==> config.mk <==
export PLATFORM = sky130hd
export DESIGN_NAME = legv8_control_unit
export DESIGN_NICKNAME = d
export VERILOG_FILES = /design/src/rtl/legv8_control_unit.sv
export SDC_FILE = /design/constraint.sdc
export NUM_CORES = 1
export LEC_CHECK = 0
export CELL_PAD_IN_SITES_DETAIL_PLACEMENT = 1
export CELL_PAD_IN_SITES_GLOBAL_PLACEMENT = 2
export CORE_AREA = 5 5 230 232
export DETAILED_ROUTE_END_ITERATION = 10
export DIE_AREA = 0 0 235 237
export MAX_ROUTING_LAYER = met4
export PLACE_DENSITY_LB_ADDON = 0.1
export SYNTH_ARGS = -nofsm -noshare
export SYNTH_HDL_FRONTEND = slang
export SYNTH_SLANG_ARGS = --single-unit
export TNS_END_PERCENT = 20
==> constraint.sdc <==
create_clock -name clock -period 4.1 [get_ports clock]
set_clock_uncertainty 0.05 [all_clocks]
set_input_delay 0.41 -clock clock [delete_from_list [all_inputs] [get_ports clock]]
set_output_delay 0.41 -clock clock [all_outputs]
set_load 0.02 [all_outputs]
==> src/rtl/legv8_control_unit.sv <==
// rtl/legv8_control_unit.sv - multi-cycle LEGv8 control sequencer
// Owns PC and IR, fetches via a valid handshake, drives the datapath control word.
module legv8_control_unit #(
  parameter logic [63:0] RESET_PC = 64'h0,
  parameter logic [4:0]  ZR       = 5'd31
) (
  input  logic        clock,
  input  logic        reset,
  output logic        instr_req,
  input  logic        instr_valid,
  input  logic [31:0] instr,
  output logic [63:0] pc,
  input  logic [3:0]  status,
  output logic [24:0] control_word,
  output logic [63:0] constant,
  output logic        halted,
  output logic [2:0]  state
);

  typedef enum logic [2:0] {
    S_FETCH  = 3'd0,
    S_DECODE = 3'd1,
    S_EXEC   = 3'd2,
    S_MEM    = 3'd3,
    S_HALT   = 3'd4
  } state_t;

  localparam logic [4:0] FS_AND = 5'b00000;
  localparam logic [4:0] FS_ORR = 5'b00100;
  localparam logic [4:0] FS_EOR = 5'b01100;
  localparam logic [4:0] FS_ADD = 5'b01000;
  localparam logic [4:0] FS_SUB = 5'b01011;
  localparam logic [24:0] NOP_WORD = {ZR, 20'b0};

  state_t      state_q, state_d;
  logic [63:0] pc_q, pc_d;
  logic [31:0] ir_q, ir_d;
  logic        halted_q, halted_d;

  logic [4:0]  rd, rn, rm;
  logic [63:0] imm12_ext, imm9_ext, br26_off, br19_off;
  logic        is_add, is_sub, is_and, is_orr, is_eor;
  logic        is_addi, is_subi, is_andi, is_orri;
  logic        is_ldur, is_stur, is_b, is_cbz, is_cbnz;
  logic        is_rtype, is_itype, is_known, cb_taken;
  logic [63:0] pc_exec;
  logic        unused_status;

  assign rd = ir_q[4:0];
  assign rn = ir_q[9:5];
  assign rm = ir_q[20:16];

  assign imm12_ext = {52'b0, ir_q[21:10]};
  assign imm9_ext  = {{55{ir_q[20]}}, ir_q[20:12]};
  assign br26_off  = {{36{ir_q[25]}}, ir_q[25:0], 2'b00};
  assign br19_off  = {{43{ir_q[23]}}, ir_q[23:5], 2'b00};

  assign is_add  = (ir_q[31:21] == 11'b10001011000);
  assign is_sub  = (ir_q[31:21] == 11'b11001011000);
  assign is_and  = (ir_q[31:21] == 11'b10001010000);
  assign is_orr  = (ir_q[31:21] == 11'b10101010000);
  assign is_eor  = (ir_q[31:21] == 11'b11001010000);
  assign is_addi = (ir_q[31:22] == 10'b1001000100);
  assign is_subi = (ir_q[31:22] == 10'b1101000100);
  assign is_andi = (ir_q[31:22] == 10'b1001001000);
  assign is_orri = (ir_q[31:22] == 10'b1011001000);
  assign is_ldur = (ir_q[31:21] == 11'b11111000010);
  assign is_stur = (ir_q[31:21] == 11'b11111000000);
  assign is_b    = (ir_q[31:26] == 6'b000101);
  assign is_cbz  = (ir_q[31:24] == 8'b10110100);
  assign is_cbnz = (ir_q[31:24] == 8'b10110101);

  assign is_rtype = is_add | is_sub | is_and | is_orr | is_eor;
  assign is_itype = is_addi | is_subi | is_andi | is_orri;
  assign is_known = is_rtype | is_itype | is_ldur | is_stur | is_b | is_cbz | is_cbnz;

  // Only Z steers branches; the other flags are observed by the datapath alone.
  assign cb_taken      = (is_cbz & status[0]) | (is_cbnz & ~status[0]);
  assign unused_status = ^status[3:1];

  assign pc_exec = is_b     ? pc_q + br26_off :
                   cb_taken ? pc_q + br19_off :
                              pc_q + 64'd4;

  always_comb begin
    logic [4:0]  da, sa, sb, fs;
    logic        mem_write, b_sel, en_mem, en_alu, reg_write;
    logic [63:0] imm;
    da = ZR; sa = 5'd0; sb = 5'd0; fs = FS_AND;
    mem_write = 1'b0; b_sel = 1'b0; en_mem = 1'b0; en_alu = 1'b0; reg_write = 1'b0;
    imm = 64'd0;
    if (is_rtype) begin
      da = rd; sa = rn; sb = rm; en_alu = 1'b1; reg_write = 1'b1;
      fs = is_add ? FS_ADD : is_sub ? FS_SUB : is_and ? FS_AND : is_orr ? FS_ORR : FS_EOR;
    end else if (is_itype) begin
      da = rd; sa = rn; sb = ZR; b_sel = 1'b1; en_alu = 1'b1; reg_write = 1'b1;
      imm = imm12_ext;
      fs = is_addi ? FS_ADD : is_subi ? FS_SUB : is_andi ? FS_AND : FS_ORR;
    end else if (is_ldur) begin
      // EXEC only presents the address; the RAM word is written back in MEM.
      da = rd; sa = rn; sb = ZR; fs = FS_ADD; b_sel = 1'b1; imm = imm9_ext;
      en_mem = (state_q == S_MEM);
      reg_write = (state_q == S_MEM);
    end else if (is_stur) begin
      sa = rn; sb = rd; fs = FS_ADD; b_sel = 1'b1; mem_write = 1'b1; imm = imm9_ext;
    end else if (is_cbz || is_cbnz) begin
      sa = ZR; sb = rd; fs = FS_ADD;
    end
    if (state_q == S_EXEC || state_q == S_MEM) begin
      control_word = {da, sa, sb, fs, mem_write, b_sel, en_mem, en_alu, reg_write};
      constant     = imm;
    end else begin
      control_word = NOP_WORD;
      constant     = 64'd0;
    end
  end

  always_comb begin
    state_d = state_q;
    pc_d    = pc_q;
    ir_d    = ir_q;
    case (state_q)
      S_FETCH: begin
        if (instr_valid) begin
          ir_d    = instr;
          state_d = S_DECODE;
        end
      end
      S_DECODE: state_d = is_known ? S_EXEC : S_HALT;
      S_EXEC: begin
        if (is_ldur) begin
          state_d = S_MEM;
        end else begin
          pc_d    = pc_exec;
          state_d = S_FETCH;
        end
      end
      S_MEM: begin
        pc_d    = pc_q + 64'd4;
        state_d = S_FETCH;
      end
      S_HALT:  state_d = S_HALT;
      default: state_d = S_HALT;
    endcase
    halted_d = (state_d == S_HALT);
  end

  always_ff @(posedge clock) begin
    if (reset) begin
      state_q  <= S_FETCH;
      pc_q     <= RESET_PC;
      ir_q     <= 32'd0;
      halted_q <= 1'b0;
    end else begin
      state_q  <= state_d;
      pc_q     <= pc_d;
      ir_q     <= ir_d;
      halted_q <= halted_d;
    end
  end

  assign instr_req = (state_q == S_FETCH) && !reset;
  assign pc        = pc_q;
  assign halted    = halted_q;
  assign state     = state_q;

endmodule
==> summary.md <==
| Metric | Value |
|---|---|
| Critical path startpoint category | register |
| IO Port Bufs | 190 |
| Antenna violations before repair | 0 |
| Tot GR Track Use | 25.9% |
| Synth Cell Area | 0.0145 mm^2 |
| Fraction of layout cells with a size suffix above 1 | 10.6% |
| Worst skew pair latency | 410 ps |
| Min-delay src | reset |
| Worst slew margin | 27.8% |
| Synthesized-area fraction occupied by adder cells | a little over a tenth |
| Max VDD drop | between 0.2 and 0.25 mV |
| Drt wl/cell | 24.5 um |
| Slew Limit Fails | 0 |
| Vias in the first global route | around 17000 |
| Clock Pin Slew Worst Setup and Hold Paths | ~90 ps |
| Die width | ~240 um |
| Syn_area_per_cell | approximately 6.8 um^2 |
| Initial DRC count | 889 |
| Fmax | 252 MHz |
| Die ar. | 0.0557 mm^2 |
| Final Cycle Share | 96.7% |
| Starting density of the core | roughly 29% |
| DP Wirelength | 57500 um |
| Setup tns final | 0 ps |
| # fillers | 6326 |
| Worst hold endpoint | ir_q[22]$_SDFFE_PP0P_ |
| Tmin final | approximately 4000 ps |
| Clock sinks | 98 |
| Synth top area cells | dfxtp_1 14%, ha_1 11%, a21oi_1 9.6%, nand2_1 7.0%, a21o_1 4.7% |
| Post-synthesis cell type count | 98 |
| DP Cell Count | 2965 |
| Hold crit path type | in2reg |
| Hold Vio Cnt, Final | 0 |
| Num ports | 197 |
| Most frequent cells in the layout | 276 x a21oi_1, 270 x nand2_1, 189 x clkdlybuf4s50_1 |
| Core area | just over 0.05 mm^2 |
| CTS buffer count | 9 |
| Commonest non-fill, non-tap cell in the layout | a21oi_1 |
| Top-area cell type share of the netlist area | 13.5% |
| Worst Path Arrival | around 3500 ps |
| DP Worst Slack | -78.6 ps |
| Area leader, netlist | dfxtp_1 |
| Worst Hold Depth | 2 |
| Synth Area in XOR/XNOR | roughly 7.2% |
| Post-synthesis register bit count | 98 |
| Register area | a little under 0.002 mm^2 |
| RSZ-0062 raised after global routing | true |
| H-Tree Depth | 3 |
| Die height | 237 um |
| Clk root buf | clkbuf_16 |
| Largest net degree at the start of global routing | 53 |
| Post-synthesis mux area share | less than 1% |
| Predominant post-synthesis flop cell | dfxtp_1 |
| Post-Layout Cell Count | 2980 |
| Outcome | complete, no violations |
| Setup violators final | 0 |
| WS Path Type | reg2out |
| Capturing point of the worst reg2reg path | pc[57]$_SDFFE_PP0P_ |
| First-pass GRT wire length | 110000 um |
| R2r startpoint | pc[16]$_SDFFE_PP0P_ |
| Area occupied by multi-input gates | 0.0114 mm^2 |
| Ant. Diodes | 0 |
| Critical Path RT | about 3600 ps |
| Final wirelength | 73000 um |
| Post-synth EDFFs | 0 |
| Worst-Margin Slew | between 1000 and 1500 ps |
| Worst setup margin | 134 ps |
| Leak | 7.38 nW |
| Simple-gate area share of the yosys netlist | 24.4% |
| Seq/Total Area, Yosys | a little over an eighth |
| CP max FO | 11 |
| Fin nets | roughly 2500 |
| Combinational family with the most area after synthesis | compound AO/OA/AOI/OAI gates |
| Gr ovfl total | 0 |
| GPL Wtd Cong | ~0.9 |
| Antenna-violating nets left | 0 |
| Async S/R FF share, synth | 0% |
| Max Cap Viol | 0 |
| CTS max path bufs | 2 |
| Hold Slack | around 310 ps |
| Hold Buf Count CTS | 0 |
| TritonCTS clock tree | built |
| # DRC | 0 |
| Worst r2r path cells | 13 |
| Via count | roughly 17000 |
| CP Capture Type | primary output |
| FF-to-FF setup slack | ~170 ps |
| Cell Rows | a little over 80 |
| Util after Layout | 35.2% |
| Pwr Density | 145 mW/mm^2 |
| Synth Area in Compound Gates | 34.7% |
| Yosys warnings | 0 |
| Synthesis-to-finish area growth | 23.3% |
| Cells after synthesis | 2119 |
| Pre-antenna DRT Iters | 5 |
| Post-DR vias/cell | roughly 5.6 |
## final cells by class
class                           count  share of cell area, %
Timing Repair Buffer              356                   17.8
Inverter                           42                  0.881
Clock buffer                       10                   1.28
Sequential cell                    98                   11.0
Tap cell                          680                   4.76
Multi-Input combinational cell   1789                   63.9
Clock inverter                      5                  0.350
## cells in the mapped netlist, drive strengths merged, types with 7 or more instances
master	instances
and4	7
and3	35
o31ai	11
nand4	52
clkbuf	124
mux2i	12
nand2	271
a211oi	30
o21bai	29
ha	122
dfxtp	98
or4	10
and2	9
nor4	11
nand3	56
o21a	13
or3	19
inv	42
nor2	164
a21oi	281
o221ai	8
nor2b	14
buf	66
o211ai	15
nor3b	9
a31oi	32
xor2	50
nor3	36
o22ai	16
nand3b	7
xnor2	69
a22oi	15
a2111oi	11
a221oi	12
nand2b	22
a21o	93
o21ai	158
## through the flow
| stage | cell area (um^2) | power (mW) |
|---|---|---|
| floorplan | 14500 | 1.39 |
| global placement | 17500 | 1.64 |
| detailed placement | 17500 | 1.64 |
| CTS | 17800 | 2.62 |
| global route | 17900 | 2.71 |
| finish | 17900 | 2.60 |
## logic make-up after synthesis
| kind of cell | Yosys count |
|---|---|
| AOI/OAI and AO/OA | 794 |
| and+or+nand+nor | 737 |
| buffers and inverters | 234 |
| adders and majority gates | 124 |
| xor gates and xnor gates | 119 |
| DFF | 98 |
| muxes | 12 |
| other | 1 |
## worst max-delay path: stages (launching register included)
cell and delay, ps:
dfxtp_1 400, buf_4 230, or4_1 570, nor2_1 240, a31oi_1 150, nor2b_2 270, and2_1 250, or3_1 400
clkdlybuf4s50_1 560
## sequential cells by signal (all words and copies together), names as in the netlist
signal and count:
state 3, pc 62, ir_q 32, halted 1
## per-layer routing
metal	share of wire [%]	vias to the layer above	GRT usage (%)	wire (um)
met4	2.3	0	6.80	1680
met2	48	322	43.6	35300
met1	46	8275	33.7	33600
li1	-	8131	-	-
met5	0	-	-	0
met3	3.4	80	1.93	2470
## where the power goes
| part | total (mW) | switching [mW] | internal [mW] |
|---|---|---|---|
| logic | 0.608 | 0.382 | 0.226 |
| registers | 1.02 | 0.0423 | 0.976 |
| clock network | 0.977 | 0.500 | 0.476 |
| total | 2.60 | 0.925 | 1.68 |
## timing repair
item	4_1_cts	5_1_grt
pin swaps	0	1
resized for setup	5	13
endpoints found under the setup margin	10	21
setup buffers	0	0
## how the worst max path moves through the flow
| stage | start | end | cells past startpoint | slack [ps] |
|---|---|---|---|---|
| finish | ir_q[22]$_SDFFE_PP0P_ | control_word[21] | 8 | 130 |
| global route | ir_q[22]$_SDFFE_PP0P_ | constant[10] | 9 | -20 |
| CTS | ir_q[22]$_SDFFE_PP0P_ | control_word[21] | 8 | 0.8 |
| detailed placement | pc[2]$_SDFFE_PP0P_ | pc[48]$_SDFFE_PP0P_ | 18 | -80 |
| global placement | pc[2]$_SDFFE_PP0P_ | pc[48]$_SDFFE_PP0P_ | 18 | -70 |
| floorplan | ir_q[25]$_SDFFE_PP0P_ | pc[57]$_SDFFE_PP0P_ | 13 | 270 |
Note: power is estimated with default switching activity, not from simulation.
